--- src/rtl/demod_pkg.sv ---
// Shared types and widths for the demodulator sequencing controller.
package demod_pkg;

    localparam int SAMPLE_W = 32;
    localparam int BYTE_W   = 8;

    typedef enum logic [2:0] {
        ST_IDLE    = 3'd0,
        ST_ISSUE   = 3'd1,
        ST_WAIT    = 3'd2,
        ST_CAPTURE = 3'd3,
        ST_SEND    = 3'd4
    } demod_state_t;

    // Byte idx of a word, counted from the MSB (idx 0 = bits [31:24]).
    function automatic logic [BYTE_W-1:0] msb_byte(input logic [SAMPLE_W-1:0] word,
                                                   input logic [1:0]          idx);
        logic [SAMPLE_W-1:0] shifted;
        shifted = word << (BYTE_W * idx);
        return shifted[SAMPLE_W-1 -: BYTE_W];
    endfunction

endpackage

--- src/rtl/demod_byte_collector.sv ---
// Assembles UART bytes into 32-bit samples and holds one pending sample.
// DEMOD_SEQ_TIMEOUT_EN adds the partial-word timeout that drives resync.
module demod_byte_collector
    import demod_pkg::*;
#(
    parameter int TIMEOUT = 4096
) (
    input  logic                clk,
    input  logic                rst,
    input  logic                rx_valid_i,
    input  logic [BYTE_W-1:0]   rx_data_i,
    input  logic                pend_clr,
    output logic [SAMPLE_W-1:0] pend_word,
    output logic                pend_v,
    output logic                overrun,
    output logic                resync
);

    if (TIMEOUT < 1 || TIMEOUT > 65535) begin : g_bad_timeout
        $error("demod_byte_collector: TIMEOUT must be 1..65535");
    end

    logic [1:0]                 byte_cnt;
    logic [SAMPLE_W-BYTE_W-1:0] shift_q;
    logic                       word_done;
    logic [SAMPLE_W-1:0]        word;
    logic                       timeout_hit;

    assign word_done = rx_valid_i && (byte_cnt == 2'd3);
    assign word      = {shift_q, rx_data_i};

    always_ff @(posedge clk or negedge rst) begin
        if (!rst) begin
            byte_cnt  <= '0;
            shift_q   <= '0;
            pend_word <= '0;
            pend_v    <= 1'b0;
            overrun   <= 1'b0;
        end else begin
            if (rx_valid_i) begin
                shift_q  <= word[SAMPLE_W-BYTE_W-1:0];
                byte_cnt <= byte_cnt + 2'd1;
            end else if (timeout_hit) begin
                byte_cnt <= '0;
            end
            // A word landing in the same cycle the FSM consumes the pending one is kept.
            if (word_done) begin
                if (pend_v && !pend_clr) begin
                    overrun <= 1'b1;
                end else begin
                    pend_word <= word;
                    pend_v    <= 1'b1;
                end
            end else if (pend_clr) begin
                pend_v <= 1'b0;
            end
        end
    end

`ifdef DEMOD_SEQ_TIMEOUT_EN
    logic [15:0] idle_cnt;

    assign timeout_hit = !rx_valid_i && (byte_cnt != 2'd0) && (idle_cnt == 16'(TIMEOUT - 1));

    always_ff @(posedge clk or negedge rst) begin
        if (!rst) begin
            idle_cnt <= '0;
            resync   <= 1'b0;
        end else begin
            if (rx_valid_i || byte_cnt == 2'd0 || timeout_hit) begin
                idle_cnt <= '0;
            end else begin
                idle_cnt <= idle_cnt + 16'd1;
            end
            if (timeout_hit) begin
                resync <= 1'b1;
            end
        end
    end
`else
    assign timeout_hit = 1'b0;
    assign resync      = 1'b0;
`endif

endmodule

--- src/rtl/demod_seq_ctrl.sv ---
// Sequencing controller: issues assembled samples to the datapath and serialises results.
// Optional partial-word timeout is enabled with DEMOD_SEQ_TIMEOUT_EN.
module demod_seq_ctrl
    import demod_pkg::*;
#(
    parameter int PIPE_LAT  = 4,
    parameter int OUT_BYTES = 2,
    parameter int TIMEOUT   = 4096
) (
    input  logic                clk,
    input  logic                rst,
    input  logic                rx_valid_i,
    input  logic [BYTE_W-1:0]   rx_data_i,
    output logic [SAMPLE_W-1:0] sample_o,
    output logic                issue_o,
    input  logic [SAMPLE_W-1:0] result_i,
    output logic [BYTE_W-1:0]   tx_data_o,
    output logic                tx_valid_o,
    input  logic                tx_ready_i,
    output logic                busy_o,
    output logic                overrun_o,
    output logic                resync_o
);

    if (PIPE_LAT < 1 || PIPE_LAT > 255 || OUT_BYTES < 1 || OUT_BYTES > 4) begin : g_bad_param
        $error("demod_seq_ctrl: PIPE_LAT must be 1..255 and OUT_BYTES 1..4");
    end

    demod_state_t        state, state_nxt;
    logic [7:0]          lat_cnt;
    logic [1:0]          byte_idx;
    logic [SAMPLE_W-1:0] result_p0;
    logic [SAMPLE_W-1:0] pend_word;
    logic                pend_v;
    logic                pend_clr;
    logic                last_byte;

    assign pend_clr  = (state == ST_ISSUE);
    assign last_byte = (byte_idx == 2'(OUT_BYTES - 1));

    demod_byte_collector #(
        .TIMEOUT (TIMEOUT)
    ) u_collector (
        .clk        (clk),
        .rst        (rst),
        .rx_valid_i (rx_valid_i),
        .rx_data_i  (rx_data_i),
        .pend_clr   (pend_clr),
        .pend_word  (pend_word),
        .pend_v     (pend_v),
        .overrun    (overrun_o),
        .resync     (resync_o)
    );

    always_comb begin
        state_nxt = state;
        case (state)
            ST_IDLE:    if (pend_v) state_nxt = ST_ISSUE;
            ST_ISSUE:   state_nxt = (PIPE_LAT == 1) ? ST_CAPTURE : ST_WAIT;
            ST_WAIT:    if (lat_cnt == 8'd1) state_nxt = ST_CAPTURE;
            ST_CAPTURE: state_nxt = ST_SEND;
            ST_SEND: begin
                if (tx_ready_i && last_byte) begin
                    state_nxt = pend_v ? ST_ISSUE : ST_IDLE;
                end
            end
            default:    state_nxt = ST_IDLE;
        endcase
    end

    always_ff @(posedge clk or negedge rst) begin
        if (!rst) begin
            state     <= ST_IDLE;
            lat_cnt   <= '0;
            byte_idx  <= '0;
            result_p0 <= '0;
            sample_o  <= '0;
        end else begin
            state <= state_nxt;
            // Sample is presented to the datapath for the whole ISSUE cycle and held after.
            if (state_nxt == ST_ISSUE) begin
                sample_o <= pend_word;
            end
            case (state)
                ST_ISSUE: lat_cnt <= 8'(PIPE_LAT - 1);
                ST_WAIT:  lat_cnt <= lat_cnt - 8'd1;
                // ---- datapath result -> result_p0 ----
                ST_CAPTURE: begin
                    result_p0 <= result_i;
                    byte_idx  <= '0;
                end
                ST_SEND:  if (tx_ready_i) byte_idx <= byte_idx + 2'd1;
                default:  ;
            endcase
        end
    end

    // ---- result_p0 -> UART byte stream ----
    assign issue_o    = (state == ST_ISSUE);
    assign tx_valid_o = (state == ST_SEND);
    assign tx_data_o  = tx_valid_o ? msb_byte(result_p0, byte_idx) : '0;
    assign busy_o     = (state != ST_IDLE);

endmodule
--- config.mk ---
export PLATFORM = sky130hd
export DESIGN_NAME = demod_seq_ctrl
export DESIGN_NICKNAME = d
export VERILOG_FILES = /design/src/rtl/demod_pkg.sv /design/src/rtl/demod_byte_collector.sv /design/src/rtl/demod_seq_ctrl.sv
export SDC_FILE = /design/constraint.sdc
export NUM_CORES = 1
export LEC_CHECK = 0
export ABC_AREA = 0
export BUFFER_PORTS_ARGS = -buffer_cell sky130_fd_sc_hd__buf_2
export CAP_MARGIN = 20
export CORE_MARGIN = 5
export CORE_UTILIZATION = 27
export CTS_CLUSTER_DIAMETER = 150
export DETAILED_ROUTE_END_ITERATION = 10
export PLACE_DENSITY = 0.49
export SKIP_LAST_GASP = 1
export SYNTH_ARGS = -nofsm -noshare
export SYNTH_HDL_FRONTEND = slang
export SYNTH_SLANG_ARGS = --single-unit
--- constraint.sdc ---
create_clock -name clk -period 2.4 [get_ports clk]
set_input_delay 0.24 -clock clk [delete_from_list [all_inputs] [get_ports clk]]
set_output_delay 0.24 -clock clk [all_outputs]
set_load 0.02 [all_outputs]
Word level (Yosys, flattened, before mapping)
Cells that the tools add are included.
Operators by class
  equal/unequal tests: 10
  reductions and logical operators: 13
  bitwise logic cells: 1
  muxes and demuxes: 12
  add/subtract/negate cells: 3
  shifts and indexed selects: 1
Operators with widths (number)
  $shl 32x5->32: 1
  $pmux 8 s2: 1
  $pmux 3 s5: 1
  $mux 3: 3
  $eq 8x1->1 const B: 1
  $mux 8: 1
  $reduce_and 2->1: 4
  $sub 8x1->8 const B: 1
  $eq 3x1->1 const B: 2
  $eq 3x2->1 const B: 2
  $reduce_bool 2->1: 3
  $add 2x1->2 const B: 2
  $mux 1: 4
  $pmux 2 s2: 1
  $eq 3x3->1 const B: 1
  $logic_and 1x1->1: 3
  $logic_not 3->1: 1
  $reduce_bool 3->1: 1
  $eq 2x1->1 const B: 1
  $eq 2x2->1 const B: 1
  $mux 2: 1
  $ne 2x1->1 const B: 1
  $ne 2x2->1 const B: 1
  $logic_not 1->1: 1
  $not 1->1: 1
Storage, ports and cells
  output and inout port bits: 45
  register bits after elaboration: 137
  bits of input ports: 44
  word-level logic and storage cells: 50

Depth between registers and ports, before layout
  depth in word-level cells: 5
  mapped depth: 7
  gate-level depth less buffers: 5

By module
A second synthesis with hierarchy kept.
Unflattened totals
  cells, all modules: 350
  area, all modules: 5855.6 um^2
Modules (own cells, without submodules)
  demod_seq_ctrl: seq. area each 1926.8 um^2, instances 1, area each 3424.5 um^2, cells each 217
  demod_byte_collector: seq. area each 1501.4 um^2, instances 1, area each 2431.1 um^2, cells each 133

Worst setup path before layout
Ideal clock, no wire load.
  kind: flip-flop to flip-flop
  start: register byte_idx[1]
  end: register sample_o[10]
  cell stages (with the launch flop): 8
  arrival time: 1924 ps
  data required time: 2275 ps
  period minus slack after synthesis: 2048 ps
  library setup time: 125 ps
  path buffers: 2
  slack: 352 ps
  path through: dfrtp_1 -> clkbuf_1 -> inv_1 -> ha_1 -> nand2_1 -> a2111oi_4 -> buf_2 -> mux2_2
Between the ends
  cells in the longest elaborated chain, start to end: 5
RTL lines
  from (decl): RTL line demod_seq_ctrl.sv:31  | logic [1:0] byte_idx;
  from (signal assigned): RTL line demod_seq_ctrl.sv:92  | ST_SEND: if (tx_ready_i) byte_idx <= byte_idx + 2'd1;
  $eq 2x1->1: RTL line demod_seq_ctrl.sv:39  | assign last_byte = (byte_idx == 2'(OUT_BYTES - 1));
  $logic_and 1x1->1: RTL line demod_seq_ctrl.sv:63  | if (tx_ready_i && last_byte) begin
  $mux 3: RTL line demod_seq_ctrl.sv:63
  $pmux 3 s5: RTL line demod_seq_ctrl.sv:57  | case (state)
  $eq 3x1->1: RTL line demod_seq_ctrl.sv:81  | if (state_nxt == ST_ISSUE) begin
  to (signal assigned): RTL line demod_seq_ctrl.sv:82  | sample_o <= pend_word;
  to (decl): RTL line demod_seq_ctrl.sv:14  | output logic [SAMPLE_W-1:0] sample_o,
No other way between the ends.
A chain may end at the register's enable or synchronous reset.

Worst setup path in the final report
  start: register state[0]
  end: output port tx_data_o[3]
Between the ends
  cells in the longest elaborated chain, start to end: 2
RTL lines
  from (decl): RTL line demod_seq_ctrl.sv:29  | demod_state_t state, state_nxt;
  from (signal assigned): RTL line demod_seq_ctrl.sv:79  | state <= state_nxt;
  $eq 3x3->1: RTL line demod_seq_ctrl.sv:100  | assign tx_valid_o = (state == ST_SEND);
  $mux 8: RTL line demod_seq_ctrl.sv:101  | assign tx_data_o = tx_valid_o ? msb_byte(result_p0, byte_idx) : '0;
  to (decl): RTL line demod_seq_ctrl.sv:17  | output logic [BYTE_W-1:0] tx_data_o,
No other way between the ends.

==> flow_summary.json <==
{
  "maxCapViolCount": 0,
  "cts_sinks": 137,
  "hp-start": "result_i[8]",
  "synth_warnings": 0,
  "die_x_um": 153.3,
  "cts_root_buf": "clkbuf_16",
  "drive_gt1_frac": 0.5565,
  "fp.dieArea_um2": 23500,
  "synth_top_cell_by_area": "dfrtp_1",
  "initialDrtViolationCount": 101,
  "final_area_um2": 6894,
  "drc": 0,
  "die_h_um": 153.3,
  "synth.avg_cell_area_um2": 15.84,
  "drt-total-wl_mm": 11.15,
  "start_util": 0.2741,
  "whs_ns": 0.05919,
  "maxSlewHeadroom": 0.6362,
  "fin_crit_sh": 0.9108,
  "grt_first_pass_wirelength_mm": 18.62,
  "cts_buffers": 17,
  "finalCriticalPeriod_ns": 2.186,
  "grt_start_max_net_pins": 58,
  "syn_nets": 398,
  "areaGrowthSynthToFinish_pct": 24.32,
  "gp_congestion": 0.7130,
  "hold_viol": 0,
  "cts_buffer_depth": 2,
  "synthesis.instances": 350,
  "synth.top_cells.by_count": "dfrtp_1, mux2_2, nand2_1",
  "synth_ff_type": "dfrtp_1",
  "worst_pin_slew_ns": 0.5457,
  "leakagePower_nw": 3.086,
  "maxSlewViolCount": 0,
  "post_dp_cell_area_um2": 6310,
  "crit_path_end_kind": "output pin",
  "hold_class": "in -> reg",
  "viasPerCell": 4.337,
  "antenna_found_initial": 0,
  "num_vias": 3166,
  "grt_overflow": 0,
  "track_usage": 0.09959,
  "powerDensity_nw_per_um2": 1392,
  "arrival_ns": 1.95,
  "post-cts-setup-buffers": 0,
  "instances_no_fill": 730,
  "setup_viol_count_final": 0,
  "syn_area_um2": 5545,
  "yosys_register_bits": 137,
  "critical_path_class": "reg -> out",
  "nets": 495,
  "num_rows": 52,
  "dp.cells": 697,
  "finClkSkew_ns": 0.009113,
  "io_buffers": 87,
  "crit_path_start": "state[0]",
  "synthArstFlopShare": 1.000,
  "synth_edf_count": 0,
  "fill_cells": 1986,
  "synth_cell_types": 36,
  "antennaDiodeCount": 0,
  "clk_latency_ns": 0.42,
  "cts.reportedPaths.clkPinSlew_ns": 0.06,
  "cts_tree": "done",
  "critPathMaxFanout": 11,
  "fmax_mhz": 457.5,
  "final_util": 0.3407,
  "grt_pass1_vias": 3558,
  "ys_seq_area_frac": 0.6182,
  "firstDrtPassIters": 4,
  "drtAntennaViolNets": 0,
  "setup_tns_ns": 0,
  "ir_worst_vdd_mv": 0.6338,
  "crit_required_ns": 2.16,
  "h-tree-depth": 4,
  "synth_top_area_share": 0.6182,
  "synth.area.top_cells": "dfrtp_1, mux2_2, mux4_2",
  "rsz0062_at_grt": "no",
  "wl_per_cell_um": 15.27,
  "io-pin-count": 89,
  "core_um2": 20230,
  "r2r_start": "state[0]",
  "dp.final_hpwl_mm": 7.506,
  "startpoint_type": "flip-flop",
  "status": "complete, no violations",
  "yosysMostFrequentCell": "dfrtp_1"
}
[where the power goes]
part	total [mW]	internal, mW	switching [mW]
clock	2.51	1.45	1.06
sequential	3.93	3.34	0.593
combinational	3.15	1.68	1.47
total	9.59	6.47	3.12
[per-stage QoR]
step	worst slack, ns	total power, mW
after CTS	0.05697	9.787
after floorplan	0.3517	6.199
final	0.2140	9.594
after global placement	0.4556	7.065
after detailed placement	0.4121	7.207
after global routing	0.06501	10.22
[cell type report]
type	count	area (µm²)	area share
clock buffers	18	429.2	0.06225
multi-input cells	188	1978	0.2869
flip-flops and latches	137	3428	0.4973
inverters	7	30.03	0.004356
clock inverters	14	141.4	0.02051
repair buffers	96	549.3	0.07967
well taps	270	337.8	0.04900
[routing by layer]
layer  share of wire  up-vias  track usage  routed length, µm
li1                -     1453            -                  -
met1            0.49     1614       0.1384               5516
met2            0.44       88       0.1425               4864
met3           0.057       11      0.03591                630
met4           0.012        0      0.03691                133
met5               0        -            0                  0
[cells by family (layout without fill, tap and decap cells)]
| group | Yosys count | count (layout) | share of synthesized area |
|---|---|---|---|
| xor gates and xnor gates | 1 | 1 | 0.001580 |
| muxes | 134 | 134 | 0.2872 |
| AOI/OAI and AO/OA | 13 | 13 | 0.02234 |
| and+or+nand+nor | 35 | 35 | 0.03588 |
| adders and majority gates | 4 | 4 | 0.009026 |
| other | 1 | 1 | 0.0006762 |
| buffers and inverters | 25 | 135 | 0.02504 |
| DFF | 137 | 137 | 0.6182 |
[critical path: stages (launching register included)]
cell and delay (ns):
dfrtp_1 0.46, or3b_2 0.56, clkinvlp_4 0.20, and2_1 0.15
buf_2 0.16
[flip-flops by register name (all words and copies together), names as in the netlist]
register and cells:
u_collector.byte_cnt 2, u_collector.pend_word 32, result_p0 32, sample_o 32, u_collector.pend_v 1, u_collector.overrun 1, lat_cnt 8, state 3
u_collector.shift_q 24, byte_idx 2
[what timing repair did]
| action | 4_1_cts | 5_1_grt |
|---|---|---|
| hold endpoints to repair | 36 | 0 |
| endpoints found under the setup margin | 0 | 8 |
| hold buffers | 1 | 0 |
| gates resized for setup | 0 | 1 |
[cell usage in the layout (no fill, tap or decap), types with 2 or more instances in the layout]
master,count
nor4_1,2
nand2_1,10
buf_2,86
and2_1,8
buf_12,3
inv_1,6
clkinv_4,4
inv_8,2
nand3_1,4
buf_4,5
mux4_2,8
dfrtp_1,137
clkinvlp_4,4
mux2_1,5
mux2_2,116
inv_6,3
clkbuf_16,17
nor3_1,2
o21ai_0,4
mux2i_1,5
a41o_1,2
nor2_1,2
ha_1,4
[final timing paths]
check | depth (start not counted) | slack (ns) | to
max | 4 | 0.21 | tx_data_o[3]
min | 2 | 0.06 | result_p0[8]
max reg2reg | 4 | 0.40 | u_collector.pend_word[14]
min reg2reg | 1 | 0.48 | u_collector.byte_cnt[0]
max in group asynchronous | 3 | 1.21 | sample_o[3]
min in group asynchronous | 2 | 0.28 | result_p0[18]
(Power assumes the default switching activity.)
